**config.mk**
```make
export PLATFORM = sky130hd
export DESIGN_NAME = uart_reg_writer
export DESIGN_NICKNAME = d
export VERILOG_FILES = /design/src/rtl/uart_reg_writer.sv
export SDC_FILE = /design/constraint.sdc
export NUM_CORES = 1
export LEC_CHECK = 0
export CORE_MARGIN = 10
export CORE_UTILIZATION = 45
export CTS_BUF_LIST = sky130_fd_sc_hd__clkbuf_16
export DETAILED_ROUTE_END_ITERATION = 6
export PLACE_DENSITY_LB_ADDON = 0.3
export SLEW_MARGIN = 30
export SYNTH_ARGS = -nofsm -noshare
export SYNTH_HDL_FRONTEND = slang
export SYNTH_SLANG_ARGS = --single-unit
```
**constraint.sdc**
```tcl
create_clock -name clk -period 3.6 [get_ports clk]
set_clock_uncertainty 0.15 [all_clocks]
set_input_delay 0.72 -clock clk [delete_from_list [all_inputs] [get_ports clk]]
set_output_delay 0.72 -clock clk [all_outputs]
set_load 0.1 [all_outputs]
```
**src/rtl/uart_reg_writer.sv**
```systemverilog
// UART-framed register-bus master: SYNC, ADDR, DATA[, CHK] bytes become one data/addr/en write.
// Build option: define CHECKSUM_EN for the 4-byte frame with CHK == ADDR ^ DATA ^ SYNC_BYTE.
module uart_reg_writer #(
    parameter int          CLK_MHZ      = 100,
    parameter int          BAUD         = 115_200,
    parameter int          PAR_MAX_VAL  = 255,
    parameter int          ADDR_MAX     = 4,
    parameter logic [7:0]  SYNC_BYTE    = 8'hA5,
    parameter int          TIMEOUT_BITS = 40,
    localparam int         DW           = $clog2(PAR_MAX_VAL + 1),
    localparam int         AW           = $clog2(ADDR_MAX + 1)
) (
    input  logic          clk,
    input  logic          rst,
    input  logic          rx,
    output logic [DW-1:0] data,
    output logic [AW-1:0] addr,
    output logic          en,
    output logic          err
);
    localparam int DIV    = CLK_MHZ * 1_000_000 / BAUD;
    localparam int HALF   = DIV / 2;
    localparam int CW     = $clog2(DIV + 1);
    localparam int TO_LIM = TIMEOUT_BITS * DIV;
    localparam int TW     = $clog2(TO_LIM + 1);
    localparam logic [7:0] ADDR_LIM = 8'(ADDR_MAX);
    localparam logic [7:0] DATA_LIM = 8'(PAR_MAX_VAL);

    typedef enum logic [2:0] {R_IDLE, R_START, R_DATA, R_STOP, R_WAIT} rx_state_e;
    typedef enum logic [2:0] {
        F_IDLE,
        F_ADDR,
        F_DATA,
`ifdef CHECKSUM_EN
        F_CHK,
`endif
        F_EMIT
    } fr_state_e;

    // Range check is made on the full byte, before any truncation to DW/AW.
    function automatic logic in_range(input logic [7:0] a, input logic [7:0] d);
        return (a <= ADDR_LIM) && (d <= DATA_LIM);
    endfunction

`ifdef CHECKSUM_EN
    function automatic logic [7:0] frame_sum(input logic [7:0] a, input logic [7:0] d);
        return a ^ d ^ SYNC_BYTE;
    endfunction
    logic [7:0]    dbuf_q, dbuf_d;
`endif

    logic          rx_meta_q, rx_sync_q, rx_prev_q;
    rx_state_e     rs_q, rs_d;
    logic [CW-1:0] cnt_q, cnt_d;
    logic [2:0]    bit_idx_q, bit_idx_d;
    logic [7:0]    shift_q, shift_d;
    logic          byte_vld_q, byte_vld_d, frm_err_q, frm_err_d;
    fr_state_e     fs_q, fs_d;
    logic [TW-1:0] to_cnt_q, to_cnt_d;
    logic [7:0]    abuf_q, abuf_d;
    logic [DW-1:0] data_q, data_d;
    logic [AW-1:0] addr_q, addr_d;
    logic          en_q, en_d, err_q, err_d;
    logic          start_det_s, in_frame_s, timeout_s;

    assign start_det_s = (rs_q == R_IDLE) && rx_prev_q && !rx_sync_q;
    assign in_frame_s  = (fs_q == F_ADDR) || (fs_q == F_DATA)
`ifdef CHECKSUM_EN
                         || (fs_q == F_CHK)
`endif
                         ;
    assign timeout_s   = in_frame_s && (to_cnt_q == TW'(TO_LIM));

    // Bit receiver: mid-start glitch filter, centre sampling, stop-bit framing check.
    always_comb begin
        rs_d       = rs_q;
        cnt_d      = cnt_q;
        bit_idx_d  = bit_idx_q;
        shift_d    = shift_q;
        byte_vld_d = 1'b0;
        frm_err_d  = 1'b0;
        case (rs_q)
            R_IDLE: begin
                if (start_det_s) begin
                    cnt_d = CW'(HALF - 1);
                    rs_d  = R_START;
                end else begin
                    rs_d = R_IDLE;
                end
            end
            R_START: begin
                if (cnt_q != CW'(0)) begin
                    cnt_d = cnt_q - CW'(1);
                end else if (rx_sync_q) begin
                    rs_d = R_IDLE;
                end else begin
                    cnt_d     = CW'(DIV - 1);
                    bit_idx_d = 3'd0;
                    rs_d      = R_DATA;
                end
            end
            R_DATA: begin
                if (cnt_q != CW'(0)) begin
                    cnt_d = cnt_q - CW'(1);
                end else begin
                    shift_d = {rx_sync_q, shift_q[7:1]};
                    cnt_d   = CW'(DIV - 1);
                    if (bit_idx_q == 3'd7) begin
                        rs_d = R_STOP;
                    end else begin
                        bit_idx_d = bit_idx_q + 3'd1;
                    end
                end
            end
            R_STOP: begin
                if (cnt_q != CW'(0)) begin
                    cnt_d = cnt_q - CW'(1);
                end else if (rx_sync_q) begin
                    byte_vld_d = 1'b1;
                    rs_d       = R_IDLE;
                end else begin
                    frm_err_d = 1'b1;
                    rs_d      = R_WAIT;
                end
            end
            R_WAIT: begin
                if (rx_sync_q) begin
                    rs_d = R_IDLE;
                end else begin
                    rs_d = R_WAIT;
                end
            end
            default: rs_d = R_IDLE;
        endcase
    end

    // Frame FSM, inter-byte timeout and the registered write/err outputs.
    always_comb begin
        fs_d   = fs_q;
        abuf_d = abuf_q;
`ifdef CHECKSUM_EN
        dbuf_d = dbuf_q;
`endif
        addr_d = addr_q;
        data_d = data_q;
        en_d   = 1'b0;
        err_d  = 1'b0;
        if (start_det_s || !in_frame_s) begin
            to_cnt_d = {TW{1'b0}};
        end else if (!timeout_s) begin
            to_cnt_d = to_cnt_q + TW'(1);
        end else begin
            to_cnt_d = to_cnt_q;
        end

        if (frm_err_q || timeout_s) begin
            err_d = 1'b1;
            fs_d  = F_IDLE;
        end else if (fs_q == F_EMIT) begin
            fs_d = F_IDLE;
        end else if (byte_vld_q) begin
            case (fs_q)
                F_IDLE: begin
                    if (shift_q == SYNC_BYTE) begin
                        fs_d = F_ADDR;
                    end else begin
                        fs_d = F_IDLE;
                    end
                end
                F_ADDR: begin
                    abuf_d = shift_q;
                    fs_d   = F_DATA;
                end
`ifdef CHECKSUM_EN
                F_DATA: begin
                    dbuf_d = shift_q;
                    fs_d   = F_CHK;
                end
                F_CHK: begin
                    if ((shift_q == frame_sum(abuf_q, dbuf_q)) && in_range(abuf_q, dbuf_q)) begin
                        addr_d = abuf_q[AW-1:0];
                        data_d = dbuf_q[DW-1:0];
                        en_d   = 1'b1;
                        fs_d   = F_EMIT;
                    end else begin
                        err_d = 1'b1;
                        fs_d  = F_IDLE;
                    end
                end
`else
                F_DATA: begin
                    if (in_range(abuf_q, shift_q)) begin
                        addr_d = abuf_q[AW-1:0];
                        data_d = shift_q[DW-1:0];
                        en_d   = 1'b1;
                        fs_d   = F_EMIT;
                    end else begin
                        err_d = 1'b1;
                        fs_d  = F_IDLE;
                    end
                end
`endif
                default: fs_d = F_IDLE;
            endcase
        end else begin
            fs_d = fs_q;
        end
    end

    // All state; rx enters through a 2-FF synchronizer plus an edge-detect flop.
    always_ff @(posedge clk) begin
        if (rst) begin
            rx_meta_q  <= 1'b1;
            rx_sync_q  <= 1'b1;
            rx_prev_q  <= 1'b1;
            rs_q       <= R_IDLE;
            cnt_q      <= {CW{1'b0}};
            bit_idx_q  <= 3'd0;
            shift_q    <= 8'd0;
            byte_vld_q <= 1'b0;
            frm_err_q  <= 1'b0;
            fs_q       <= F_IDLE;
            to_cnt_q   <= {TW{1'b0}};
            abuf_q     <= 8'd0;
`ifdef CHECKSUM_EN
            dbuf_q     <= 8'd0;
`endif
            addr_q     <= {AW{1'b0}};
            data_q     <= {DW{1'b0}};
            en_q       <= 1'b0;
            err_q      <= 1'b0;
        end else begin
            rx_meta_q  <= rx;
            rx_sync_q  <= rx_meta_q;
            rx_prev_q  <= rx_sync_q;
            rs_q       <= rs_d;
            cnt_q      <= cnt_d;
            bit_idx_q  <= bit_idx_d;
            shift_q    <= shift_d;
            byte_vld_q <= byte_vld_d;
            frm_err_q  <= frm_err_d;
            fs_q       <= fs_d;
            to_cnt_q   <= to_cnt_d;
            abuf_q     <= abuf_d;
`ifdef CHECKSUM_EN
            dbuf_q     <= dbuf_d;
`endif
            addr_q     <= addr_d;
            data_q     <= data_d;
            en_q       <= en_d;
            err_q      <= err_d;
        end
    end

    assign data = data_q;
    assign addr = addr_q;
    assign en   = en_q;
    assign err  = err_q;
endmodule

```
==> results.cfg, run 1 <==
[yosys]
syn_area_per_cell_um2 = 9.08
synthFlopType = dfxtp_1
synth_warnings = 0
synth_cells = 353
yosysTopAreaCell = dfxtp_1
synth_seq_area_share_pct = 42.5
ys_top_cells_by_area = dfxtp_1 (42%), nor2_1 (7.1%), mux2i_1 (6.6%)
yosysMostFrequentCell = dfxtp_1
synthArstFlopShare_pct = 0
netlist.area_leader.share_pct = 42.5
ys_ff_latch = 68
synth_edf_count = 0
ys_types = 56
syn-cell-area_um2 = 3200
ys_top_cells_by_count = dfxtp_1 (68), nor2_1 (61), a21oi_1 (22), nand2_1 (22), mux2i_1 (21)
syn-num-nets = 367

[floorplanning]
fp.dieW_um = 104
rows = 30
fp.dieH_um = 104
die-area_um2 = 10900
start_util_pct = 46.6
core_area_um2 = 6870
num_io_pins = 16

[placed_design]
dp.final_hpwl_um = 4460
postPlaceCellArea_um2 = 3350
place_congestion = 0.806
portBuffers = 15

[worst_setup_path]
critPathLaunchType = register
cp_slowest_cell = clkdlybuf4s50_1
cpLargestDelayFamily = buffers and inverters
worst_ep_arrival_time_ps = 1800
end_kind = primary output
path_max_fanout = 2
crit_type = reg2out
crit_required_ps = 2730
crit_buf_inv = 1
critPathMaxStageDelay_ps = 1140
cp_cell_sequence = clkdlybuf4s50_1

[grt]
grt_pass1_vias = 2374
gr-usage-all-layers_pct = 12.1
grt-ovfl-total = 0
grt_max_degree = 49
grt_pass1_wl_um = 11100
antenna_found_initial = 0

[flow_run]
maxCapViolations = 0

[clock_tree]
insertion_delay_ps = 330
cts_max_level = 3
ctsHoldBuffers = 0
cts_tree = built
cts_resized = 0
numCtsBuffers = 9
cts_setup_buffers = 0
cts.sinks = 68
path_clk_slew_ps = 60
cts_root_buffer = clkbuf_16
clock_tree.buffer_depth = 2

[layout]
layout-drive-gt1-share_pct = 12.4
area_growth_pct = 14.6
antenna-diode-count = 0
postLayoutCellArea_um2 = 3670
fin_nets = 381

[worst_hold_path]
hold_path.class = reg2reg

[drt]
wire_per_inst_um = 13.8
vias_per_cell = 5.36
drt_iter0_drc = 144
dr.pass1.iters = 4
via_count = 2507
ant_nets = 0
drc_errors = 0
drt-total-wl_um = 6460

[sta]
rsz0062_at_grt = no
whs_ps = 260
worstMarginPinSlew_ps = 977
hold_violations = 0
slew_headroom_pct = 34.7
setup_violations = 0
post-route-period-util_pct = 74.2
final_max_slew_viol_count = 0
fmax_mhz = 374
setup_tns_ps = 0
finalCriticalPeriod_ps = 2670

[pwr]
p_per_area_nw_per_um2 = 509
p_leak_nw = 1.44
peakVddDrop_mv = 0.278

[outcome]
status = finished clean
==> report_power, final <==
group | internal [mW] | total, mW | switching [mW]
clock network | 0.603 | 0.932 | 0.329
logic | 0.0518 | 0.157 | 0.105
registers | 0.766 | 0.782 | 0.0163
total | 1.42 | 1.87 | 0.450
==> worst paths after layout <==
check | start | slack, ps | end | cells after the start
setup / recovery | data[5]$_SDFFE_PP0P_ | 930 | data[5] | 1
hold / removal | rx_meta_q$_SDFF_PP1_ | 260 | rx_sync_q$_SDFF_PP1_ | 1
setup reg to reg | fs_q[0]$_SDFFE_PP0P_ | 1190 | data[0]$_SDFFE_PP0P_ | 7
hold reg to reg | rx_meta_q$_SDFF_PP1_ | 260 | rx_sync_q$_SDFF_PP1_ | 1
==> logic make-up after synthesis <==
family / share of synthesized area [%]
fa+ha+maj: 4.30
compound gates: 13.4
simple gates: 25.8
flops: 42.5
mux: 6.56
buf+inv: 4.45
xor+xnor: 3.01
==> cells in the final DEF (no fill, tap or decap), drive strengths merged, types with 9 or more instances in the layout <==
master,Yosys,final
nand3,19,19
nand2,22,22
nor2,61,61
a21oi,24,24
mux2i,21,21
nor3,11,11
dfxtp,68,68
o21ai,15,15
ha,11,11
buf,7,9
clkbuf,6,9
inv,10,11
==> flip-flops by register name, indices dropped and copies added, names as in the netlist <==
name        count
en              1
rx_sync_q       1
shift_q         8
rx_meta_q       1
fs_q            2
addr            3
cnt_q          10
to_cnt_q       16
data            8
rx_prev_q       1
byte_vld_q      1
err             1
abuf_q          8
frm_err_q       1
bit_idx_q       3
rs_q            3
==> final cells by class <==
cell class / count / area, um^2
fillers: 639 / 3200
repair buffers: 16 / 135
multi-input cells: 262 / 1700
inverters: 10 / 37.5
clock inverters: 7 / 92.6
well taps: 96 / 120
clock buffers: 9 / 225
flip-flops and latches: 68 / 1360
==> metal layers <==
| metal | vias to the layer above | track usage (%) | part of all wire, % |
|---|---|---|---|
| met5 | - | 0 | 0 |
| met4 | 0 | 5.07 | 1.5 |
| met3 | 10 | 3.59 | 3.1 |
| met2 | 32 | 19.5 | 47 |
| met1 | 1182 | 14.7 | 49 |
| li1 | 1283 | - | - |
==> per-stage QoR <==
step | power, mW | std cells | setup slack, ps | util (%)
floorplan | 0.942 | 353 | 1560 | -
global placement | 0.952 | 452 | 1240 | 48.8
detailed placement | 0.952 | 452 | 1160 | 48.8
CTS | 1.89 | 468 | 915 | 53.5
global route | 1.94 | 468 | 877 | 53.5
finish | 1.87 | 468 | 928 | 53.5
Power figures use the tool's default switching activity.
==> run 2: changes to the inputs <==
- clock period: 3.6 -> 2.39 ns (I/O delays scaled with it)
==> run 2 against run 1 <==
Against the previous run: power is 47% higher; design area increased by 0.55%; utilization is 0.29 points higher.
==> results.cfg, run 2 (same netlist as run 1, synthesis figures left out) <==
[sta]
worstMarginPinSlew_ps = 646
rsz0062_at_grt = no
finalCriticalPeriod_ps = 2220
final_max_slew_viol_count = 0
setup_violations = 0
hold_violations = 0
setup_ws_ps = 171
slew_headroom_pct = 56.8
fmax_mhz = 451
post-route-period-util_pct = 92.8
setup_tns_ps = 0
whs_ps = 259

[clock_tree]
ctsHoldBuffers = 0
path_clk_slew_ps = 60
cts.sinks = 68
cts_resized = 0
cts_root_buffer = clkbuf_16
cts_setup_buffers = 0
numCtsBuffers = 9
insertion_delay_ps = 330
cts_max_level = 3
clock_tree.buffer_depth = 2
cts_tree = built

[grt]
grt_pass1_wl_um = 10800
gr-usage-all-layers_pct = 11.7
grt-ovfl-total = 0
grt_pass1_vias = 2293
grt_max_degree = 37
antenna_found_initial = 0

[placed_design]
place_ws_ps = 191
postPlaceCellArea_um2 = 3390
dp.final_hpwl_um = 4540
dp.cells = 459
place_congestion = 0.819
portBuffers = 15

[worst_hold_path]
worstHoldEndpoint = rx_sync_q$_SDFF_PP1_
hold_path.class = reg2reg
hold_depth = 1
min_from = rx_meta_q$_SDFF_PP1_

[worst_setup_path]
cp_slowest_cell = dfxtp_1
cpLargestDelayFamily = simple AND/OR/NAND/NOR gates
timing.rr.start = fs_q[0]$_SDFFE_PP0P_
end_kind = register
crit_buf_inv = 1
crit_required_ps = 2440
critPathMaxStageDelay_ps = 410
critPathLaunchType = register
path_max_fanout = 8
reg2reg_to = abuf_q[2]$_SDFFE_PP0P_
crit_type = reg2reg
r2r_slack_ps = 170
worst_ep_arrival_time_ps = 2270
cp_cell_sequence = inv_1 -> ha_1 -> and4bb_1 -> a41oi_2 -> nand3_2 -> mux2i_1 -> nor2_1
reg2reg_depth = 7
worstSetupPathDepth = 7

[layout]
stdcell_count = 475
final_common_cell = dfxtp_1
top_register = to_cnt_q
area_growth_pct = 15.2
layout_common_cells = dfxtp_1 (68), nor2_1 (61), a21oi_1 (22), nand2_1 (22)
postLayoutCellArea_um2 = 3690
fill_cells = 622
antenna-diode-count = 0
fin_nets = 388
layout-drive-gt1-share_pct = 15.8
largest_register_ffs = 16
post-route-util_pct = 53.8
largest_registers = to_cnt_q: 16 flops, cnt_q: 10 flops

[drt]
drt-total-wl_um = 6400
ant_nets = 0
dr.pass1.iters = 4
wire_per_inst_um = 13.5
drc_errors = 0
vias_per_cell = 5.34
drt_iter0_drc = 127
via_count = 2535

[pwr]
p_leak_nw = 1.47
peakVddDrop_mv = 0.452
power.total_mw = 2.75
p_per_area_nw_per_um2 = 746

[flow_run]
maxCapViolations = 0

[outcome]
status = finished clean

[floorplanning]
num_io_pins = 16
rows = 30
core_area_um2 = 6870
die-area_um2 = 10900
fp.dieH_um = 104
fp.dieW_um = 104
start_util_pct = 46.6
==> run 2: how the worst max path moves through the flow <==
| stage | startpoint | endpoint | slack (ps) |
|---|---|---|---|
| 2_1_floorplan | fs_q[0]$_SDFFE_PP0P_ | addr[1]$_SDFFE_PP0P_ | 350 |
| 3_3_place_gp | fs_q[0]$_SDFFE_PP0P_ | abuf_q[7]$_SDFFE_PP0P_ | 290 |
| 3_5_place_dp | fs_q[0]$_SDFFE_PP0P_ | addr[1]$_SDFFE_PP0P_ | 190 |
| 4_1_cts | fs_q[0]$_SDFFE_PP0P_ | addr[1]$_SDFFE_PP0P_ | 170 |
| 5_1_grt | fs_q[1]$_SDFFE_PP0P_ | addr[1]$_SDFFE_PP0P_ | 20 |
| 6_report | fs_q[0]$_SDFFE_PP0P_ | abuf_q[2]$_SDFFE_PP0P_ | 170 |
==> run 2: worst reg2reg max path, delay by kind of cell, from the launching register on <==
family	cells	cell delay, ps
flops	1	410
fa+ha+maj	1	320
compound gates	1	300
simple gates	3	600
mux	1	220
buf+inv	1	90
==> run 2: where the power goes <==
part	switching [mW]	total, mW	internal (mW)
Combinational	0.161	0.256	0.0947
Sequential	0.0241	1.18	1.15
Clock	0.509	1.32	0.812
==> run 2: per-layer routing <==
| layer | wire (um) | GRT usage (%) | up-vias |
|---|---|---|---|
| met4 | 62 | 3.58 | 0 |
| met5 | 0 | 0 | - |
| met3 | 255 | 3.72 | 9 |
| met1 | 3010 | 14.5 | 1185 |
| li1 | - | - | 1297 |
| met2 | 3070 | 18.7 | 44 |
==> run 2: cell type report <==
cell class                      instances  area, um^2  share of cell area (%)
Inverter                               10        37.5                    1.02
Multi-Input combinational cell        262        1700                    46.1
Sequential cell                        68        1360                    36.9
Clock inverter                          7        75.1                    2.03
Clock buffer                            9         225                    6.10
Timing Repair Buffer                   23         173                    4.68
Tap cell                               96         120                    3.25
==> run 3: changes to the inputs <==
- ABC_AREA: not set -> 0
- CTS_CLUSTER_SIZE: not set -> 28
- PLACE_DENSITY: not set -> 0.62
- PLACE_DENSITY_LB_ADDON: 0.3 -> not set
==> run 3 against run 2 <==
Against the previous run: global-route usage rose by 0.60 points; critical path depth stayed put; utilization is 0.22 points higher; flip-flop and latch count did not move; final cell count up 0.21%; sequential power about the same; worst setup slack improved by 8.2 ps; die area stayed put; sequential share of layout area down 0.15 points; non-clock buffer count up 1; design area is 0.41% higher; power rose by 1.8%; critical path type unchanged; highest routed layer unchanged.
==> results.cfg, run 3 (same netlist as run 1, synthesis figures left out) <==
[outcome]
status = finished clean

[sta]
worstMarginPinSlew_ps = 738
slew_headroom_pct = 50.6
fmax_mhz = 452
rsz0062_at_grt = no
setup_tns_ps = 0
post-route-period-util_pct = 92.5
finalCriticalPeriod_ps = 2210
setup_ws_ps = 180
setup_violations = 0
final_max_slew_viol_count = 0
hold_violations = 0

[layout]
layout-drive-gt1-share_pct = 15.0
multi_input_area_um2 = 1700
final_common_cell = dfxtp_1
largest_register_ffs = 16
layout_common_cells = dfxtp_1 (68), nor2_1 (61), a21oi_1 (22), nand2_1 (22), buf_4 (22)
fin_nets = 389
largest_registers = to_cnt_q: 16 flops, cnt_q: 10 flops
top_register = to_cnt_q
fill_cells = 650
regArea_um2 = 1360
area_growth_pct = 15.7
antenna-diode-count = 0

[worst_hold_path]
hold_path.class = reg2reg
hold_depth = 1
min_from = rx_meta_q$_SDFF_PP1_
worstHoldEndpoint = rx_sync_q$_SDFF_PP1_

[worst_setup_path]
path_max_fanout = 8
r2r_slack_ps = 180
crit_required_ps = 2450
reg2reg_to = abuf_q[5]$_SDFFE_PP0P_
startpoint = fs_q[0]$_SDFFE_PP0P_
worst_ep_arrival_time_ps = 2270
reg2reg_depth = 7
timing.rr.start = fs_q[0]$_SDFFE_PP0P_
critPathLaunchType = register
crit_type = reg2reg
end_kind = register

[pwr]
pwr-share-seq_pct = 42.0
p_leak_nw = 1.49
p_clk_share_pct = 48.5
p_sw_share_pct = 23.4
p_per_area_nw_per_um2 = 756
p_sw_uw = 656
internal_power_mw = 2.15
power_frac_comb_pct = 9.4
peakVddDrop_mv = 0.395

[clock_tree]
insertion_delay_ps = 320
cts_max_level = 3
path_clk_slew_ps = 50
numCtsBuffers = 9
cts_tree = built
cts_setup_buffers = 0
cts_resized = 0
ctsHoldBuffers = 0
clock_tree.buffer_depth = 2
cts.sinks = 68
cts_root_buffer = clkbuf_16

[floorplanning]
start_util_pct = 46.6
num_io_pins = 16
die-area_um2 = 10900
rows = 30
core_area_um2 = 6870
fp.dieW_um = 104
fp.dieH_um = 104

[placed_design]
place_congestion = 0.823
place_ws_ps = 164
dp.final_hpwl_um = 4620
portBuffers = 15

[drt]
via_count = 2514
drc_errors = 0
drt_iter0_drc = 64
dr.pass1.iters = 4
drt-total-wl_um = 6660
wire_per_inst_um = 14.0
ant_nets = 0
vias_per_cell = 5.28

[grt]
grt_pass1_vias = 2371
gr-usage-all-layers_pct = 12.3
antenna_found_initial = 0
grt_pass1_wl_um = 11300
grt_max_degree = 20
grt-ovfl-total = 0

[flow_run]
maxCapViolations = 0
==> run 3: cell count changes in the layout (fill, tap and decap cells not counted), sizes merged <==
cell      change
bufinv        +1
clkinv        +2
clkinvlp      -2
inv           -1
buf           +1
==> run 3: through the flow <==
step | std cells | power [mW] | hold slack, ps | util (%) | area, um^2
floorplan | 353 | 1.42 | 239 | - | 3200
global placement | 460 | 1.46 | 245 | 49.5 | 3400
detailed placement | 460 | 1.46 | 247 | 49.5 | 3400
CTS | 476 | 2.83 | 260 | 54.0 | 3710
global route | 476 | 2.91 | 267 | 54.0 | 3710
finish | 476 | 2.80 | 259 | 54.0 | 3710
==> run 3: layout make-up <==
class,count,area share (%)
timing repair buffer,24,4.86
tap,96,3.24
inverter,10,1.01
clock buffer,9,6.07
sequential,68,36.7
multi-input combinational,262,45.9
clock inverter,7,2.23
==> run 3: critical path: stages, from the launching register on <==
cell      delay [ps]
dfxtp_1          410
inv_1             90
ha_1             320
and4bb_1         230
a41oi_2          290
nand3_2          300
mux2i_1          240
nor2_1            50
==> run 3: how the worst max path moves through the flow <==
stage	slack [ps]	to	cells past startpoint
CTS	160	abuf_q[5]$_SDFFE_PP0P_	7
detailed placement	160	abuf_q[5]$_SDFFE_PP0P_	7
global route	5	abuf_q[3]$_SDFFE_PP0P_	7
floorplan	350	addr[1]$_SDFFE_PP0P_	8
global placement	280	abuf_q[5]$_SDFFE_PP0P_	7
finish	180	abuf_q[5]$_SDFFE_PP0P_	7
==> run 3: per-layer routing <==
metal	vias to the layer above	track usage (%)	wire length (um)
met5	-	0	0
met4	0	3.28	46
met3	4	4.77	206
met2	31	19.6	3140
met1	1181	15.0	3270
li1	1298	-	-
==> run 3: power groups by stage <==
stage                     sequential (mW)  clock, mW  combinational (mW)
after global placement               1.20          0               0.259
after global routing                 1.18       1.44               0.291
final                                1.18       1.36               0.265
after detailed placement             1.20          0               0.259
after CTS                            1.18       1.39               0.263
after floorplan                      1.19          0               0.224
